## src/rtl/spoly_seq.sv

```systemverilog
// ---------------------------------------------------------------------------
// spoly_seq : sequencer for the SNTRUP757 small-polynomial generator.
//
// One start request produces an f/g pair. The generator is run into bank 0
// (f), the written coefficients are read back and their Hamming weight is
// compared with W. A wrong weight regenerates f, for up to MAX_TRY attempts.
// When f is accepted the generator is run once more into bank 1 (g).
//
// Optional feature, macro SPOLY_TIMEOUT_EN: a watchdog aborts a generator
// run that shows no completion edge within TIMEOUT cycles of gen_start.
//
// Ports
//   clk        in   system clock, rising edge
//   rst_n      in   asynchronous active-low reset
//   start      in   1-cycle request for an f/g pair, ignored unless idle
//   gen_start  out  1-cycle start pulse to the generator
//   gen_done   in   generator completion level (its write_done)
//   bank_sel   out  0 = generator writes bank f, 1 = bank g
//   rd_en      out  checker read strobe
//   rd_addr    out  checker read address
//   rd_data    in   read data, valid 1 cycle after rd_en
//   rd_owner   out  1 = checker owns the memory read port
//   busy       out  high from accepted start until done or fail
//   done       out  1-cycle pulse: pair generated, bank-0 weight correct
//   fail       out  1-cycle pulse: attempts exhausted or watchdog expired
//   attempts   out  bank-0 attempts in the current or last run
// ---------------------------------------------------------------------------
module spoly_seq #(
   parameter int unsigned P       = 757,
   parameter int unsigned W       = 286,
   parameter int unsigned MAX_TRY = 8,
   parameter int unsigned AW      = 11,
   parameter int unsigned DW      = 13
`ifdef SPOLY_TIMEOUT_EN
   ,
   parameter int unsigned TIMEOUT = 4095
`endif
) (
   input  logic          clk,
   input  logic          rst_n,
   input  logic          start,
   output logic          gen_start,
   input  logic          gen_done,
   output logic          bank_sel,
   output logic          rd_en,
   output logic [AW-1:0] rd_addr,
   input  logic [DW-1:0] rd_data,
   output logic          rd_owner,
   output logic          busy,
   output logic          done,
   output logic          fail,
   output logic [3:0]    attempts
);

   localparam int unsigned IW  = $clog2(P + 2);
   localparam int unsigned CW  = 10;
   localparam int unsigned TW  = 4;
`ifdef SPOLY_TIMEOUT_EN
   localparam int unsigned WDW = 12;
`endif

   typedef enum logic [2:0] {
      S_IDLE,
      S_GEN_F,
      S_CHK,
      S_EVAL,
      S_GEN_G,
      S_DONE,
      S_FAIL
   } state_t;

   state_t        r_state;
   state_t        w_state_nxt;

   logic          r_gd_q1;
   logic          r_gd_q2;
   logic          w_gd_edge;
   logic          w_gen_wait;
   logic          w_gen_fin;
   logic          w_wd_expired;

   logic [IW-1:0] r_idx;
   logic [IW-1:0] w_idx_nxt;
   logic          r_rd_vld;
   logic [CW-1:0] r_wcnt;
   logic [TW-1:0] r_attempts;
   logic [TW-1:0] w_attempts_nxt;

   logic          r_gen_start, w_gen_start_nxt;
   logic          r_bank_sel,  w_bank_sel_nxt;
   logic          r_rd_en,     w_rd_en_nxt;
   logic [AW-1:0] r_rd_addr,   w_rd_addr_nxt;
   logic          r_rd_owner,  w_rd_owner_nxt;
   logic          r_busy,      w_busy_nxt;
   logic          r_done,      w_done_nxt;
   logic          r_fail,      w_fail_nxt;

`ifdef SPOLY_TIMEOUT_EN
   logic [WDW-1:0] r_wd;
`endif

   // Completion is a 0->1 edge of the registered gen_done level
   assign w_gd_edge = r_gd_q1 & ~r_gd_q2;

   // Edges are only accepted after the gen_start cycle, so a stale level or
   // an edge racing the start pulse can never complete the new run
   assign w_gen_wait = ((r_state == S_GEN_F) || (r_state == S_GEN_G)) && !r_gen_start;
   assign w_gen_fin  = w_gen_wait && w_gd_edge;

`ifdef SPOLY_TIMEOUT_EN
   assign w_wd_expired = (r_wd == WDW'(TIMEOUT - 1));
`else
   assign w_wd_expired = 1'b0;
`endif

   // Next-state logic
   always_comb begin
      w_state_nxt    = r_state;
      w_attempts_nxt = r_attempts;
      case (r_state)
         S_IDLE: begin
            if (start) begin
               w_state_nxt    = S_GEN_F;
               w_attempts_nxt = TW'(1);
            end
         end
         S_GEN_F: begin
            if (w_gen_fin)         w_state_nxt = S_CHK;
            else if (w_wd_expired) w_state_nxt = S_FAIL;
         end
         S_CHK: begin
            // idx P is the drain cycle for the last read
            if (r_idx == IW'(P)) w_state_nxt = S_EVAL;
         end
         S_EVAL: begin
            if (r_wcnt == CW'(W)) begin
               w_state_nxt = S_GEN_G;
            end else if (r_attempts == TW'(MAX_TRY)) begin
               w_state_nxt = S_FAIL;
            end else begin
               w_state_nxt    = S_GEN_F;
               w_attempts_nxt = r_attempts + TW'(1);
            end
         end
         S_GEN_G: begin
            if (w_gen_fin)         w_state_nxt = S_DONE;
            else if (w_wd_expired) w_state_nxt = S_FAIL;
         end
         S_DONE:  w_state_nxt = S_IDLE;
         S_FAIL:  w_state_nxt = S_IDLE;
         default: w_state_nxt = S_IDLE;
      endcase
   end

   // Output next values, derived from the upcoming state so every output is a flop
   always_comb begin
      w_idx_nxt       = (r_state == S_CHK) ? (r_idx + IW'(1)) : '0;
      w_gen_start_nxt = ((w_state_nxt == S_GEN_F) || (w_state_nxt == S_GEN_G)) &&
                        (w_state_nxt != r_state);
      w_bank_sel_nxt  = (w_state_nxt == S_GEN_G);
      w_rd_owner_nxt  = (w_state_nxt == S_CHK);
      w_rd_en_nxt     = (w_state_nxt == S_CHK) && (w_idx_nxt < IW'(P));
      w_rd_addr_nxt   = w_rd_en_nxt ? AW'(w_idx_nxt) : '0;
      w_busy_nxt      = (w_state_nxt == S_GEN_F) || (w_state_nxt == S_CHK) ||
                        (w_state_nxt == S_EVAL)  || (w_state_nxt == S_GEN_G);
      w_done_nxt      = (w_state_nxt == S_DONE);
      w_fail_nxt      = (w_state_nxt == S_FAIL);
   end

   // State and registered outputs
   always_ff @(posedge clk or negedge rst_n) begin
      if (!rst_n) begin
         r_state     <= S_IDLE;
         r_attempts  <= '0;
         r_idx       <= '0;
         r_gen_start <= 1'b0;
         r_bank_sel  <= 1'b0;
         r_rd_en     <= 1'b0;
         r_rd_addr   <= '0;
         r_rd_owner  <= 1'b0;
         r_busy      <= 1'b0;
         r_done      <= 1'b0;
         r_fail      <= 1'b0;
      end else begin
         r_state     <= w_state_nxt;
         r_attempts  <= w_attempts_nxt;
         r_idx       <= w_idx_nxt;
         r_gen_start <= w_gen_start_nxt;
         r_bank_sel  <= w_bank_sel_nxt;
         r_rd_en     <= w_rd_en_nxt;
         r_rd_addr   <= w_rd_addr_nxt;
         r_rd_owner  <= w_rd_owner_nxt;
         r_busy      <= w_busy_nxt;
         r_done      <= w_done_nxt;
         r_fail      <= w_fail_nxt;
      end
   end

   // gen_done registration for edge detection
   always_ff @(posedge clk or negedge rst_n) begin
      if (!rst_n) begin
         r_gd_q1 <= 1'b0;
         r_gd_q2 <= 1'b0;
      end else begin
         r_gd_q1 <= gen_done;
         r_gd_q2 <= r_gd_q1;
      end
   end

   // Weight counter: read data arrives the cycle after the strobe
   always_ff @(posedge clk or negedge rst_n) begin
      if (!rst_n) begin
         r_rd_vld <= 1'b0;
         r_wcnt   <= '0;
      end else begin
         r_rd_vld <= r_rd_en;
         if (r_state == S_GEN_F) begin
            r_wcnt <= '0;
         end else if (r_rd_vld && (rd_data != '0) && (r_wcnt != '1)) begin
            r_wcnt <= r_wcnt + CW'(1);
         end
      end
   end

`ifdef SPOLY_TIMEOUT_EN
   // Watchdog restarts with every gen_start and runs while a generator run is pending
   always_ff @(posedge clk or negedge rst_n) begin
      if (!rst_n) begin
         r_wd <= '0;
      end else if (w_gen_start_nxt) begin
         r_wd <= '0;
      end else if ((r_state == S_GEN_F) || (r_state == S_GEN_G)) begin
         r_wd <= r_wd + WDW'(1);
      end
   end
`endif

   assign gen_start = r_gen_start;
   assign bank_sel  = r_bank_sel;
   assign rd_en     = r_rd_en;
   assign rd_addr   = r_rd_addr;
   assign rd_owner  = r_rd_owner;
   assign busy      = r_busy;
   assign done      = r_done;
   assign fail      = r_fail;
   assign attempts  = r_attempts;

endmodule

```

## config.mk

```make
export PLATFORM = sky130hd
export DESIGN_NAME = spoly_seq
export DESIGN_NICKNAME = d
export VERILOG_FILES = /design/src/rtl/spoly_seq.sv
export SDC_FILE = /design/constraint.sdc
export NUM_CORES = 1
export LEC_CHECK = 0
export CORE_AREA = 2 2 68 70
export DETAILED_ROUTE_END_ITERATION = 8
export DIE_AREA = 0 0 70 72
export PLACE_DENSITY_LB_ADDON = 0.3
export SYNTH_ARGS = -nofsm -noshare
export SYNTH_HDL_FRONTEND = slang
export SYNTH_SLANG_ARGS = --single-unit
```

## constraint.sdc

```tcl
create_clock -name clk -period 2.85 [get_ports clk]
set_input_delay 0.4275 -clock clk [delete_from_list [all_inputs] [get_ports clk]]
set_output_delay 0.4275 -clock clk [all_outputs]
set_load 0.01 [all_outputs]
```

==> After elaboration in Yosys (flattened, before gate mapping) <==
Cells that the tools add are included.
{ "totals": {"out_inout_bits": 22, "romBits": 0, "reg_bits": 47, "in_bits": 17, "mem_bits_rw": 0, "wordCells": 71, "latchBits": 0, "memories": 0} }
{ "op_classes": {"n_reduce_logical": 17, "bitwise": 2, "div": 0, "mux": 15, "n_mul": 0, "n_addsub": 3, "n_lt_le_gt_ge": 1, "eq_ne": 18, "shifts": 0} }
{ "op_table": {"columns": ["cell", "n"], "rows": [
  ["10-bit 2-to-1 mux", 4],
  ["10-bit by 1-bit adder with 10-bit output (second input constant)", 2],
  ["3-bit 2-to-1 mux", 6],
  ["3-bit case mux with 5 select lines", 1],
  ["13-bit nonzero test", 1],
  ["3-bit by 2-bit equality test with 1-bit output (second input constant)", 4],
  ["3-bit equality test (second input constant)", 4],
  ["4-bit 2-to-1 mux", 3],
  ["10-bit equality test (second input constant)", 1],
  ["10-bit by 9-bit equality test with 1-bit output (second input constant)", 1],
  ["10-bit < comparator (second input constant)", 1],
  ["10-bit != test (second input constant)", 1],
  ["4-bit case mux with 2 select lines", 1],
  ["3-bit by 1-bit equality test with 1-bit output (second input constant)", 2],
  ["1-bit logical AND", 6],
  ["2-bit != test (second input constant)", 3],
  ["1-bit logical OR", 5],
  ["4-bit by 1-bit adder with 4-bit output (second input constant)", 1],
  ["4-bit equality test (second input constant)", 1],
  ["4-bit AND reduction", 1],
  ["2-bit nonzero test", 2],
  ["3-bit logical NOT", 1],
  ["3-bit != test", 1],
  ["1-bit bitwise AND", 1],
  ["other kinds (2)", 2]
]} }

==> Logic depth before layout (Yosys ltp) <==
{ "logic_depth": {"ltp_word": 10, "mapped_depth": 8, "mapped_depth_nobuf": 7} }

==> Worst setup path before layout <==
Ideal clock, no wire load.
{ "synth_timing": {"path_type": "register -> register", "from": "register r_gen_start, in the netlist gen_start", "to": "register r_rd_addr[0], in the netlist rd_addr[0]", "t_required_ns": 2.771, "n_path_buf": 0, "path_stages_with_launch": 6, "slack_ns": 0.926, "period_less_slack_ns": 1.924, "arrival_ns": 1.845, "setup_ns": 0.079, "path_cell_list": "dfrtp_1 nor3b_1 mux2_2 nor4_4 o211ai_2 a21boi_1"} }
{ "synth_via": {"elab_chain_len": 8, "elab_cells_between_ends": 9, "classes_between": "eq/ne (1); mux (4); reduce/logical (4)"} }
{ "synth_lines": {"columns": ["element", "line_no", "source"], "rows": [
  ["start, declared", "89", "logic r_gen_start, w_gen_start_nxt;"],
  ["start signal, assigned", "188", "r_gen_start <= w_gen_start_nxt;"],
  ["1-bit logical NOT *", "107", "assign w_gen_wait = ((r_state == S_GEN_F) || (r_state == S_GEN_G)) && !r_gen_start;"],
  ["1-bit logical AND *", "107", null],
  ["1-bit logical AND *", "108", "assign w_gen_fin = w_gen_wait && w_gd_edge;"],
  ["3-bit 2-to-1 mux (on tied branches)", "146, 128", null],
  ["3-bit case mux with 5 select lines *", "120", "case (r_state)"],
  ["3-bit by 2-bit equality test with 1-bit output *", null, null],
  ["via w_rd_owner_nxt", "93", "logic r_rd_owner, w_rd_owner_nxt;"],
  ["1-bit logical AND *", "162", "w_rd_en_nxt = (w_state_nxt == S_CHK) && (w_idx_nxt < IW'(P));"],
  ["10-bit 2-to-1 mux *", "163", "w_rd_addr_nxt = w_rd_en_nxt ? AW'(w_idx_nxt) : '0;"],
  ["via w_rd_addr_nxt[0]", "92", "logic [AW-1:0] r_rd_addr, w_rd_addr_nxt;"],
  ["end signal, assigned", "191", "r_rd_addr <= w_rd_addr_nxt;"],
  ["end, declared", "92", null]
]} }
The timed path passes the listed nets; every way through them passes the cells marked *.
A chain may end at the register's enable or synchronous reset.

==> Worst setup path after layout <==
{ "layout_timing": {"from": "register r_idx[0]", "to": "register r_rd_addr[2], in the netlist rd_addr[2]"} }
{ "layout_via": {"elab_chain_len": 6, "elab_cells_between_ends": 9, "classes_between": "add/sub (1); order compare (1); eq/ne (2); mux (4); reduce/logical (1)"} }
{ "layout_lines": {"columns": ["element", "line_no", "source"], "rows": [
  ["start, declared", "82", "logic [IW-1:0] r_idx;"],
  ["start signal, assigned", "187", "r_idx <= w_idx_nxt;"],
  ["branches (longest 5 deep; another with 10-bit by 1-bit adder with 10-bit output)", null, null],
  ["10-bit 2-to-1 mux *", "163", null],
  ["via w_rd_addr_nxt[2]", "92", null]
]} }
Mark *: on every way through the listed nets, which the timed path passes.

==> key figures <==
Outcome
  • Status: completed

Floorplan
  • Full die area: a little over 5000 um^2
  • Die Height: about 72 um
  • # rows: 24
  • Die W: around 70 um
  • Core footprint: approximately 4300 um^2
  • Top Ports: 39
  • Initial core utilization: around 56%

Power
  • Lkg Pwr: around 1.2 nW
  • Clock power frac: a little under a third
  • Seq pwr share: about 43%
  • Comb pwr share: between 20% and 30%
  • Peak VDD IR: 0.4937 mV
  • Fraction of power spent switching nets: approximately 31%
  • Cell Int Power: about 1.3 mW
  • Pwr/cell area: between 600 and 700 nW/um^2
  • Switching power: approximately 0.59 mW

STA
  • Fin. max-slew vios: 0
  • Relative slew margins: 32.60%
  • Tcrit/Tclk final: about 77%
  • Fin crit period: ~2.2 ns
  • Worst hold slack: 0.2884 ns
  • Max Clk Rate: about 460 MHz
  • Clock Skew: approximately 0.0044 ns
  • Setup TNS: 0 ns
  • RSZ-0062 raised after global routing: no
  • Setup Viol. Count Final: 0
  • Final Hold Viols: 0
  • Worst Tran Pin Value: 1.011 ns

Cells and area
  • Area of the multi-input gates: around 1100 um^2
  • Share of layout cells above drive strength 1: under 10%
  • Antenna diode count: 0
  • Leading cell types in the layout, fill and taps excluded: dfrtp_1, clkdlybuf4s50_1, nor2_1
  • Seq. cell area: 1176 um^2
  • Layout Nets: ~290
  • Fin area: 2892 um^2
  • Fillers: approximately 340
  • Commonest non-fill, non-tap cell in the layout: dfrtp_1
  • P&R area growth vs syn: 21.25%

Drt
  • Final WL: 4571 um
  • Drt drc: 0
  • Remaining antenna violation count: 0
  • Vias: about 1700
  • DR WL/cell: around 15 um
  • DR pass1 iterations: 4
  • Initial DRC Count: 89
  • Routed vias/inst: about 5.5

Clock network
  • Number of CTS-inserted buffers: 5
  • Setup bufs post-CTS: 0
  • H-tree levels: 2
  • CTS tree: done
  • Clk root buf: clkbuf_8
  • Clock slew at reported path FFs: 0.09 ns
  • Post-CTS Resized: 0
  • Clock insertion delay at the later pin of the skew report: ~0.3 ns
  • Worst-case clock buffer depth: 2
  • CTS Hold Bufs: 0
  • Sink Count: 47

Setup path
  • Crit path DAT: about 2.4 ns
  • Critical path launch point type: register
  • Worst r2r src: r_idx[0]
  • Reg2reg setup slack: 0.67 ns
  • Worst EP required: ~3 ns
  • Worst Reg2Reg Path Length in Cells: 6
  • Reg-to-Reg End: rd_addr[2]
  • Crit path largest cell delay: 0.47 ns
  • Crit path cell chain: ha_1 -> nand4_1 -> o21a_1 -> o21ai_0 -> o211ai_2 -> a21boi_1
  • Worst path depth: 6
  • Crit end category: register
  • CP max-delay cell: dfrtp_1
  • WS Path Type: register to register
  • Delay-heaviest family, CP: compound AO/OA/AOI/OAI gates
  • Crit path buf inv count: 0
  • CP Max Fanout: 9

Synthesis
  • Main area contributors after synthesis: dfrtp_1, xnor2_1, nor2_1, ha_1, a21boi_1
  • Synth async-reset ratio: 100.0%
  • Top_reg_cell synth: dfrtp_1
  • Synthesized area per cell: 10.51 um^2
  • Cell area after synthesis: roughly 2400 um^2
  • Post-synthesis cell type count: a little over 60
  • Syn_nets: 250
  • Yosys top cell area share: 49.32%
  • Post-synthesis cell count: around 230
  • Largest area contributor in the synthesized netlist: dfrtp_1
  • Number of flops mapped to enable cells by yosys: 0
  • Yosys reg bits: 47
  • Register area share after synthesis: a little under 50%
  • Yosys warns: 0

Global routing
  • GRT Total Usage: 20.25%
  • Largest net degree at the start of global routing: 48
  • GRT overflow: 0
  • First-pass GRT wire length: around 8200 um
  • Number of global-route vias before repair: 1742
  • Initial antenna violation count: 0

Placed design
  • DP Area: approximately 2800 um^2
  • # port buffers: 37
  • Placed wire-length estimate: 3153 um
  • RePlAce Congestion: around 0.89

Hold path
  • Worst Hold Class: primary input to async pin

Flow run
  • Max-cap violation count: 0
cells in the mapped netlist (2+ instances only):
| cell type | n |
|---|---|
| o21ai_0 | 6 |
| a21boi_1 | 8 |
| buf_4 | 2 |
| buf_2 | 3 |
| nor4_4 | 2 |
| xnor2_1 | 15 |
| and4_1 | 3 |
| and4b_1 | 2 |
| dfrtp_1 | 47 |
| xor2_1 | 2 |
| nor4b_1 | 2 |
| nand3_1 | 10 |
| nand2_1 | 12 |
| clkbuf_1 | 2 |
| nor4_1 | 4 |
| nor3b_1 | 4 |
| ha_1 | 6 |
| nor2_1 | 25 |
| mux2_2 | 2 |
| nor3_1 | 8 |
| nand4_1 | 4 |
| inv_1 | 11 |
| and2_1 | 3 |
| a21oi_1 | 5 |
| buf_6 | 2 |
sequential cells by signal, indices dropped and copies added, names as in the netlist:
| signal | count |
|---|---|
| attempts | 4 |
| bank_sel | 1 |
| busy | 1 |
| done | 1 |
| fail | 1 |
| gen_start | 1 |
| r_gd_q1 | 1 |
| r_gd_q2 | 1 |
| r_idx | 10 |
| r_rd_vld | 1 |
| r_state | 3 |
| r_wcnt | 10 |
| rd_addr | 10 |
| rd_en | 1 |
| rd_owner | 1 |
stage by stage:
step	util, %	cells	power [mW]	setup WS [ns]
2_1_floorplan	-	227	1.187	0.9257
3_3_place_gp	64.61	307	1.343	0.7038
3_5_place_dp	64.61	307	1.353	0.6832
4_1_cts	67.81	315	1.933	0.6542
5_1_grt	67.81	315	2.040	0.4269
6_report	67.81	315	1.919	0.6658
logic make-up after synthesis:
| logic type | count (synthesis) | synth area share [%] |
|---|---|---|
| buf+inv | 20 | 4.249 |
| compound gates | 33 | 9.917 |
| xor+xnor | 17 | 6.244 |
| other cells | 1 | 0.1572 |
| fa+ha+maj | 6 | 3.148 |
| flops | 47 | 49.32 |
| mux | 3 | 1.364 |
| simple gates | 100 | 25.61 |
layout make-up:
| cell class | count | area share (%) |
|---|---|---|
| Sequential cell | 47 | 40.68 |
| Multi-Input combinational cell | 160 | 38.30 |
| Timing Repair Buffer | 37 | 12.64 |
| Clock buffer | 5 | 2.380 |
| Clock inverter | 3 | 2.337 |
| Tap cell | 52 | 2.250 |
| Inverter | 11 | 1.428 |
per-layer routing:
metal	up-vias	GRT usage (%)	share of wire (%)
met1	827	26.80	47
met2	47	33.33	47
met3	6	4.861	4.7
met5	-	0	0
met4	0	6.624	1.4
li1	862	-	-
worst max path at each step:
| stage | from | end | slack, ns |
|---|---|---|---|
| 6_report | r_idx[0] | rd_addr[2] | 0.67 |
| 5_1_grt | r_idx[0] | rd_addr[0] | 0.43 |
| 4_1_cts | r_idx[0] | rd_addr[2] | 0.65 |
| 3_5_place_dp | rd_data[3] | r_wcnt[8] | 0.68 |
| 3_3_place_gp | rd_data[7] | r_wcnt[8] | 0.70 |
| 2_1_floorplan | gen_start | rd_addr[0] | 0.93 |
power by group through the flow:
stage	combinational, mW	clock [mW]	sequential, mW
detailed placement	0.513	0	0.840
global route	0.578	0.619	0.843
finish	0.513	0.578	0.828
global placement	0.506	0	0.837
floorplan	0.367	0	0.820
CTS	0.519	0.588	0.827
worst register-to-register path, delay by kind of cell, from the launching register on:
family / cells / cell delay [ns]
flops: 1 / 0.47
compound gates: 4 / 1.08
simple gates: 1 / 0.26
fa+ha+maj: 1 / 0.30
Power figures use the tool's default switching activity.
